**src/rtl/button_conditioner.sv**
```systemverilog
// Push-button front end: 2-FF synchroniser, debounce FSM, press/release/long-press
// event pulses and a wrapping press counter. All outputs come straight from flops.
module button_conditioner #(
    parameter int DEBOUNCE_CYCLES   = 270000,
    parameter int LONG_PRESS_CYCLES = 27000000,
    parameter bit ACTIVE_LOW        = 1'b1
) (
    input  logic       clk,
    input  logic       reset_n,
    input  logic       btn_pin,
    output logic       btn_level,
    output logic       press_pulse,
    output logic       release_pulse,
    output logic       long_pulse,
    output logic       long_active,
    output logic [7:0] press_count
);

    localparam int DW = $clog2(DEBOUNCE_CYCLES + 1);
    localparam int HW = $clog2(LONG_PRESS_CYCLES + 1);
    localparam logic [DW-1:0] D_LAST = DW'(DEBOUNCE_CYCLES - 1);
    localparam logic [HW-1:0] H_LAST = HW'(LONG_PRESS_CYCLES - 1);

    typedef enum logic [1:0] {IDLE, PRESS_CHK, HELD, RELEASE_CHK} state_t;

    state_t          state_q, state_d;
    logic            sync1_q, sync2_q;
    logic [DW-1:0]   dcnt_q, dcnt_d;
    logic [HW-1:0]   hcnt_q, hcnt_d;
    logic            level_q, level_d;
    logic            press_q, press_d;
    logic            rel_q, rel_d;
    logic            long_q, long_d;
    logic            lact_q, lact_d;
    logic [7:0]      cnt_q, cnt_d;
    logic            raw;

    // Synchroniser resets to the released level so reset cannot look like a press.
    always_ff @(posedge clk or negedge reset_n) begin
        if (!reset_n) begin
            sync1_q <= ACTIVE_LOW;
            sync2_q <= ACTIVE_LOW;
        end else begin
            sync1_q <= btn_pin;
            sync2_q <= sync1_q;
        end
    end

    assign raw = sync2_q ^ ACTIVE_LOW;

    always_ff @(posedge clk or negedge reset_n) begin
        if (!reset_n) begin
            state_q <= IDLE;
            dcnt_q  <= '0;
            hcnt_q  <= '0;
            level_q <= 1'b0;
            press_q <= 1'b0;
            rel_q   <= 1'b0;
            long_q  <= 1'b0;
            lact_q  <= 1'b0;
            cnt_q   <= '0;
        end else begin
            state_q <= state_d;
            dcnt_q  <= dcnt_d;
            hcnt_q  <= hcnt_d;
            level_q <= level_d;
            press_q <= press_d;
            rel_q   <= rel_d;
            long_q  <= long_d;
            lact_q  <= lact_d;
            cnt_q   <= cnt_d;
        end
    end

    always_comb begin
        state_d = state_q;
        dcnt_d  = dcnt_q;
        hcnt_d  = hcnt_q;
        level_d = level_q;
        press_d = 1'b0;
        rel_d   = 1'b0;
        long_d  = 1'b0;
        lact_d  = lact_q;
        cnt_d   = cnt_q;

        // Hold timer runs through release bounces; saturating at the threshold
        // guarantees a single long pulse per press.
        if ((state_q == HELD || state_q == RELEASE_CHK) && hcnt_q < H_LAST) begin
            hcnt_d = hcnt_q + HW'(1);
            if (hcnt_q + HW'(1) == H_LAST) begin
                long_d = 1'b1;
                lact_d = 1'b1;
            end
        end

        case (state_q)
            IDLE: begin
                if (raw) begin
                    state_d = PRESS_CHK;
                    dcnt_d  = DW'(1);
                end
            end
            PRESS_CHK: begin
                if (!raw) begin
                    state_d = IDLE;
                    dcnt_d  = '0;
                end else if (dcnt_q >= D_LAST) begin
                    state_d = HELD;
                    dcnt_d  = '0;
                    hcnt_d  = '0;
                    level_d = 1'b1;
                    press_d = 1'b1;
                    cnt_d   = cnt_q + 8'd1;
                end else begin
                    dcnt_d = dcnt_q + DW'(1);
                end
            end
            HELD: begin
                if (!raw) begin
                    state_d = RELEASE_CHK;
                    dcnt_d  = DW'(1);
                end
            end
            RELEASE_CHK: begin
                if (raw) begin
                    state_d = HELD;
                    dcnt_d  = '0;
                end else if (dcnt_q >= D_LAST) begin
                    // Release wins over a long-press threshold crossed on the same edge.
                    state_d = IDLE;
                    dcnt_d  = '0;
                    hcnt_d  = '0;
                    level_d = 1'b0;
                    rel_d   = 1'b1;
                    long_d  = 1'b0;
                    lact_d  = 1'b0;
                end else begin
                    dcnt_d = dcnt_q + DW'(1);
                end
            end
            default: state_d = IDLE;
        endcase
    end

    assign btn_level     = level_q;
    assign press_pulse   = press_q;
    assign release_pulse = rel_q;
    assign long_pulse    = long_q;
    assign long_active   = lact_q;
    assign press_count   = cnt_q;

endmodule

```
**config.mk**
```make
export PLATFORM = sky130hd
export DESIGN_NAME = button_conditioner
export DESIGN_NICKNAME = d
export VERILOG_FILES = /design/src/rtl/button_conditioner.sv
export SDC_FILE = /design/constraint.sdc
export NUM_CORES = 1
export LEC_CHECK = 0
export ABC_AREA = 1
export CAP_MARGIN = 20
export CORE_ASPECT_RATIO = 1.25
export CORE_MARGIN = 2
export CORE_UTILIZATION = 55
export CTS_CLUSTER_SIZE = 14
export DETAILED_ROUTE_END_ITERATION = 8
export GPL_TIMING_DRIVEN = 0
export PLACE_DENSITY = 0.73
export SLEW_MARGIN = 25
export SYNTH_ARGS = -nofsm -noshare
export SYNTH_HDL_FRONTEND = slang
export SYNTH_SLANG_ARGS = --single-unit
```
**constraint.sdc**
```tcl
create_clock -name clk -period 1.7 [get_ports clk]
set_input_delay 0.34 -clock clk [delete_from_list [all_inputs] [get_ports clk]]
set_output_delay 0.34 -clock clk [all_outputs]
set_load 0.02 [all_outputs]
```
Yosys cells after proc, flatten, opt, wreduce, memory -nomap -nowiden
Cells that the tools add are included.
{"block": "totals", "ff_bits": 61, "latchBits": 0, "mem_bits_rw": 0, "rom_bits": 0, "input_bits": 3, "output_inout_bits": 13, "elab_cells": 75, "n_memories": 0}
{"block": "op_classes", "add_sub_neg": 3, "mul": 0, "div": 0, "n_lt_le_gt_ge": 2, "eq_ne": 12, "n_shift": 0, "muxes": 38, "n_bitwise": 1, "n_reduce_logical": 8}
{"cell": "two-way mux 25 bit", "count": 4}
{"cell": "two-way mux 19 bit", "count": 5}
{"cell": "case mux 19 bit (4 select lines)", "count": 1}
{"cell": "case mux 25 bit (2 select lines)", "count": 1}
{"cell": "adder 25 x 1 -> 25 bit (second input constant)", "count": 1}
{"cell": "== test 25 bit (second input constant)", "count": 1}
{"cell": "less-than comparator 25 bit (second input constant)", "count": 1}
{"cell": "adder 19 x 1 -> 19 bit (second input constant)", "count": 1}
{"cell": "greater-or-equal comparator 19 bit (second input constant)", "count": 1}
{"cell": "two-way mux 1 bit", "count": 19}
{"cell": "two-way mux 2 bit", "count": 6}
{"cell": "inequality test 2 bit (second input constant)", "count": 5}
{"cell": "adder 8 x 1 -> 8 bit (second input constant)", "count": 1}
{"cell": "case mux 2 bit (4 select lines)", "count": 1}
{"cell": "AND reduction 5 bit", "count": 1}
{"cell": "== test 2 bit (second input constant)", "count": 2}
{"cell": "AND reduction 4 bit", "count": 1}
{"cell": "inequality test 3 x 2 -> 1 bit (second input constant)", "count": 1}
{"cell": "inequality test 3 bit (second input constant)", "count": 1}
{"cell": "AND reduction 3 bit", "count": 1}
{"cell": "== test 2 x 1 -> 1 bit (second input constant)", "count": 1}
{"cell": "zero test 2 bit", "count": 1}
{"cell": "inequality test 2 x 1 -> 1 bit (second input constant)", "count": 1}
{"cell": "case mux 1 bit (2 select lines)", "count": 1}
{"cell": "5 further kinds", "count": 5}

Logic depth before layout (Yosys ltp)
{"block": "depth", "word_depth": 7, "mapped_depth": 14, "ltp_nobuf": 13}

Least setup slack after synthesis
OpenSTA, ideal clock, no wires.
{"block": "synth_path", "path_type": "register to register", "startpoint": "reg hcnt_q[1]", "endpoint": "reg long_q (netlist: long_pulse)", "setup_time_ns": 0.071, "t_arrival_ns": 1.548, "t_required_ns": 1.629, "setup_slack_ns": 0.081, "path_stages_with_launch": 14, "path_buffers": 0, "synth_period_minus_slack_ns": 1.619, "path_cell_list": "dfrtp_1 -> ha_1 -> nand2_1 -> nor2_4 -> nand2_2 -> nor2_1 -> nand2_1 -> nand2_1 -> nand2_1 -> nor2_1 -> nand2_1 -> nor2_1 -> nand2_1 -> nor2_1"}
{"block": "synth_via", "elab_chain_cells": 7, "word_cells_on_any_way": 9, "classes_between": "1 x add/sub; 1 x order compare; 1 x eq/ne; 5 x mux; 1 x reduce/logical"}
{"item": "start, declared", "line": "29", "rtl": "logic [HW-1:0] hcnt_q, hcnt_d;"}
{"item": "start signal, assigned", "line": "65", "rtl": "hcnt_q <= hcnt_d;"}
{"item": "adder 25 x 1 -> 25 bit", "line": "90", "rtl": "if (hcnt_q + HW'(1) == H_LAST) begin"}
{"item": "== test 25 bit", "line": "90"}
{"item": "two-way mux 1 bit", "line": "90"}
{"item": "two-way mux 1 bit *", "line": "88", "rtl": "if ((state_q == HELD || state_q == RELEASE_CHK) && hcnt_q < H_LAST) begin"}
{"item": "two-way mux 1 bit", "line": "128", "rtl": "end else if (dcnt_q >= D_LAST) begin"}
{"item": "two-way mux 1 bit", "line": "125", "rtl": "if (raw) begin"}
{"item": "two-way mux 1 bit *", "line": "96", "rtl": "case (state_q)"}
{"item": "named net long_d", "line": "33", "rtl": "logic long_q, long_d;"}
{"item": "end signal, assigned", "line": "69", "rtl": "long_q <= long_d;"}
{"item": "end, declared", "line": "33"}
Mark *: on every way through the listed nets, which the timed path passes. The rest lies on a longest branch.
A chain may end at the register's enable or synchronous reset.

Final worst setup path
{"block": "layout_path", "startpoint": "reg hcnt_q[8]", "endpoint": "reg long_q (netlist: long_pulse)"}
The elaborated chain is that of the path after synthesis.

==> flow_metrics.tcl <==
set metrics [dict create \
    totalWireLength_um 11720 \
    hold_viol_final 0 \
    syn-instance-count 577 \
    min_period_ps 1901 \
    gp_congestion 0.9747 \
    worst_skew_pair.late_latency_ps 360 \
    clock-skew-final_ps 12.48 \
    cp_max_fo 5 \
    post-synth-top-area-cell "dfrtp_1" \
    r2r_cells 12 \
    max_freq_mhz 525.9 \
    cts_buffers 9 \
    worst_hold_slack_ps 358.5 \
    clock-sinks 61 \
    grt_max_degree 50 \
    fin_nets 661 \
    yosysUniqueCellTypes 37 \
    min_from "sync1_q" \
    cts_buffer_depth 2 \
    cp-start-kind "flop" \
    portBuffers 15 \
    die_width_um 79.69 \
    antenna_found_initial 0 \
    dr_total_vias 4166 \
    viasPerCell 5.562 \
    ys_warn_count 0 \
    rsz0062_at_grt "yes" \
    outcome "complete, but fails checks" \
    grt_overflow 0 \
    worst_slew_pin_slew_ps 307.8 \
    cts_tree "done" \
    critPathArrivalTime_ps 2180 \
    ant_nets 0 \
    path_clk_slew_ps 80 \
    whs_endpoint "sync2_q" \
    die-area_sq_mm 0.007859 \
    syn-cell-area_sq_mm 0.003939 \
    relSlewSlack_pct 79.45 \
    setup-tns-final_ps -1346 \
    initial_core_util_pct 56.80 \
    min_path_cells 0 \
    dr.pass1.iters 5 \
    final_common_cell "nand2_1" \
    setup_slack_ps -201.4 \
    n_antenna_cell 0 \
    syn-num-nets 584 \
    failed_checks "negative setup slack" \
    io_pins 16 \
    r2r-end "long_pulse" \
    synthTopCellsByArea "dfrtp_1 (37%), nand2_1 (17%), nor2_1 (8.8%)" \
    hp-class "flop to flop" \
    grt_pass1_wl_um 17130 \
    ys_seq_elements 61 \
    r2r_slack_ps -200 \
    drv_slew 0 \
    path_class "flop to flop" \
    p_leak_uw 0.002662 \
    root_buffer "clkbuf_8" \
    post-route-period-util_pct 111.8 \
    placementRows 34 \
    dp_hpwl_um 6988 \
    cap_violations 0 \
    drc 0 \
    wl_per_cell_um 15.65 \
    placed_area_sq_mm 0.004227 \
    end_kind "flop" \
    peakVddDrop_mv 0.8404 \
    yosysTopAreaCellShare_pct 37.48 \
    required_ps 1980 \
    htreeDepth 3 \
    syn_area_per_cell_sq_um 6.826 \
    drive_above_1_share_pct 33.08 \
    drt-initial-drc-count 403 \
    layout_common_cells "nand2_1 (151), nor2_1 (59), inv_1 (58), dfrtp_1 (44), buf_4 (41)" \
    core-area_sq_mm 0.006934 \
    power_uw 7157 \
    finalSetupViolations 34 \
    crit-reg2reg-launch "hcnt_q[8]" \
    grt_usage_pct 27.83 \
    final_cell_area_sq_mm 0.005404 \
    seq_area_frac_synth_pct 38.82 \
    die_height_um 98.62 \
    p_per_area_mw_per_mm2 1324 \
    area_growth_pct 37.20 \
    grt_pass1_vias 3858 \
]
## cells in the mapped netlist (all sizes together)
master  number
a21boi       1
a21o         1
a21oi        8
a22o         1
buf          7
clkbuf       2
clkinv       1
dfrtp       59
dfstp        2
ha           4
inv         67
nand2      190
nand3       39
nand3b       3
nand4       12
nor2       100
nor3         9
o21a         1
o21ai       38
o21bai       2
o221ai       1
o22ai        9
o31ai        1
xnor2        6
xor2        13
## cells by family (layout without fill, tap and decap cells)
family / count (synthesis) / in the layout / synth area share (%)
compound gates: 63 / 63 / 9.339
fa+ha+maj: 4 / 4 / 1.271
flops: 61 / 61 / 38.82
buf+inv: 77 / 159 / 7.973
xor+xnor: 19 / 19 / 4.416
simple gates: 353 / 353 / 38.18
## per-stage QoR
step           std cells  util, %  worst slack (ps)
2_1_floorplan        577        -             80.76
6_report             749    77.93            -201.4
3_3_place_gp         682    60.59             -1657
5_1_grt              749    77.93            -394.8
3_5_place_dp         683    60.95            -247.0
4_1_cts              719    68.08            -117.2
## state kept, by name, summed over array words and instances (netlist names), named ones only
register and cells:
long_active 1, press_pulse 1, long_pulse 1, sync1_q 1, btn_level 1, dcnt_q 19, press_count 8, hcnt_q 25
sync2_q 1, release_pulse 1, state_q 1
## worst max-delay path by stage
stage,startpoint,end,depth (start not counted)
2_1_floorplan,hcnt_q[1],long_pulse,13
3_3_place_gp,reset_n,press_count[7],1
3_5_place_dp,hcnt_q[1],long_pulse,13
4_1_cts,hcnt_q[1],long_pulse,13
5_1_grt,hcnt_q[8],long_pulse,12
6_report,hcnt_q[8],long_pulse,12
## layer usage
layer	vias up	track usage (%)	part of all wire (%)
li1	1993	-	-
met1	1979	33.14	40
met2	142	46.48	51
met3	52	3.663	4.0
met4	0	18.30	4.9
met5	-	0	0
## area by class of cell
type                    instances  area, sq um
plain buffers                   9        111.4
clock buffers                  10        137.6
clock inverters                 6        86.33
fillers                       471         1530
inverters                      68        270.3
multi-input cells             439         2529
flip-flops and latches         61         1548
well taps                      90        112.6
repair buffers                 66        609.3
## critical path: stages (launching register included)
cell	delay, ps
dfrtp_1	450
nand2_1	180
nor2_2	250
inv_1	120
nor2_4	140
nand2_1	80
nand2_1	90
nand2_1	80
nor2_1	110
nand2_1	80
nor2_2	90
nand2_1	60
nor2_1	100
## power breakdown
| part | switching [uW] | internal (uW) | total (uW) |
|---|---|---|---|
| Clock | 639 | 862 | 1500 |
| Sequential | 416 | 1760 | 2170 |
| Combinational | 2180 | 1300 | 3480 |
## what timing repair did
action,4_1_cts,5_1_grt
hold buffers,1,0
pin swaps,15,40
setup buffers,18,28
gates resized for setup,46,148
setup endpoints to repair,57,60
gates cloned,1,3
hold endpoints to repair,12,0
Power figures use the tool's default switching activity.
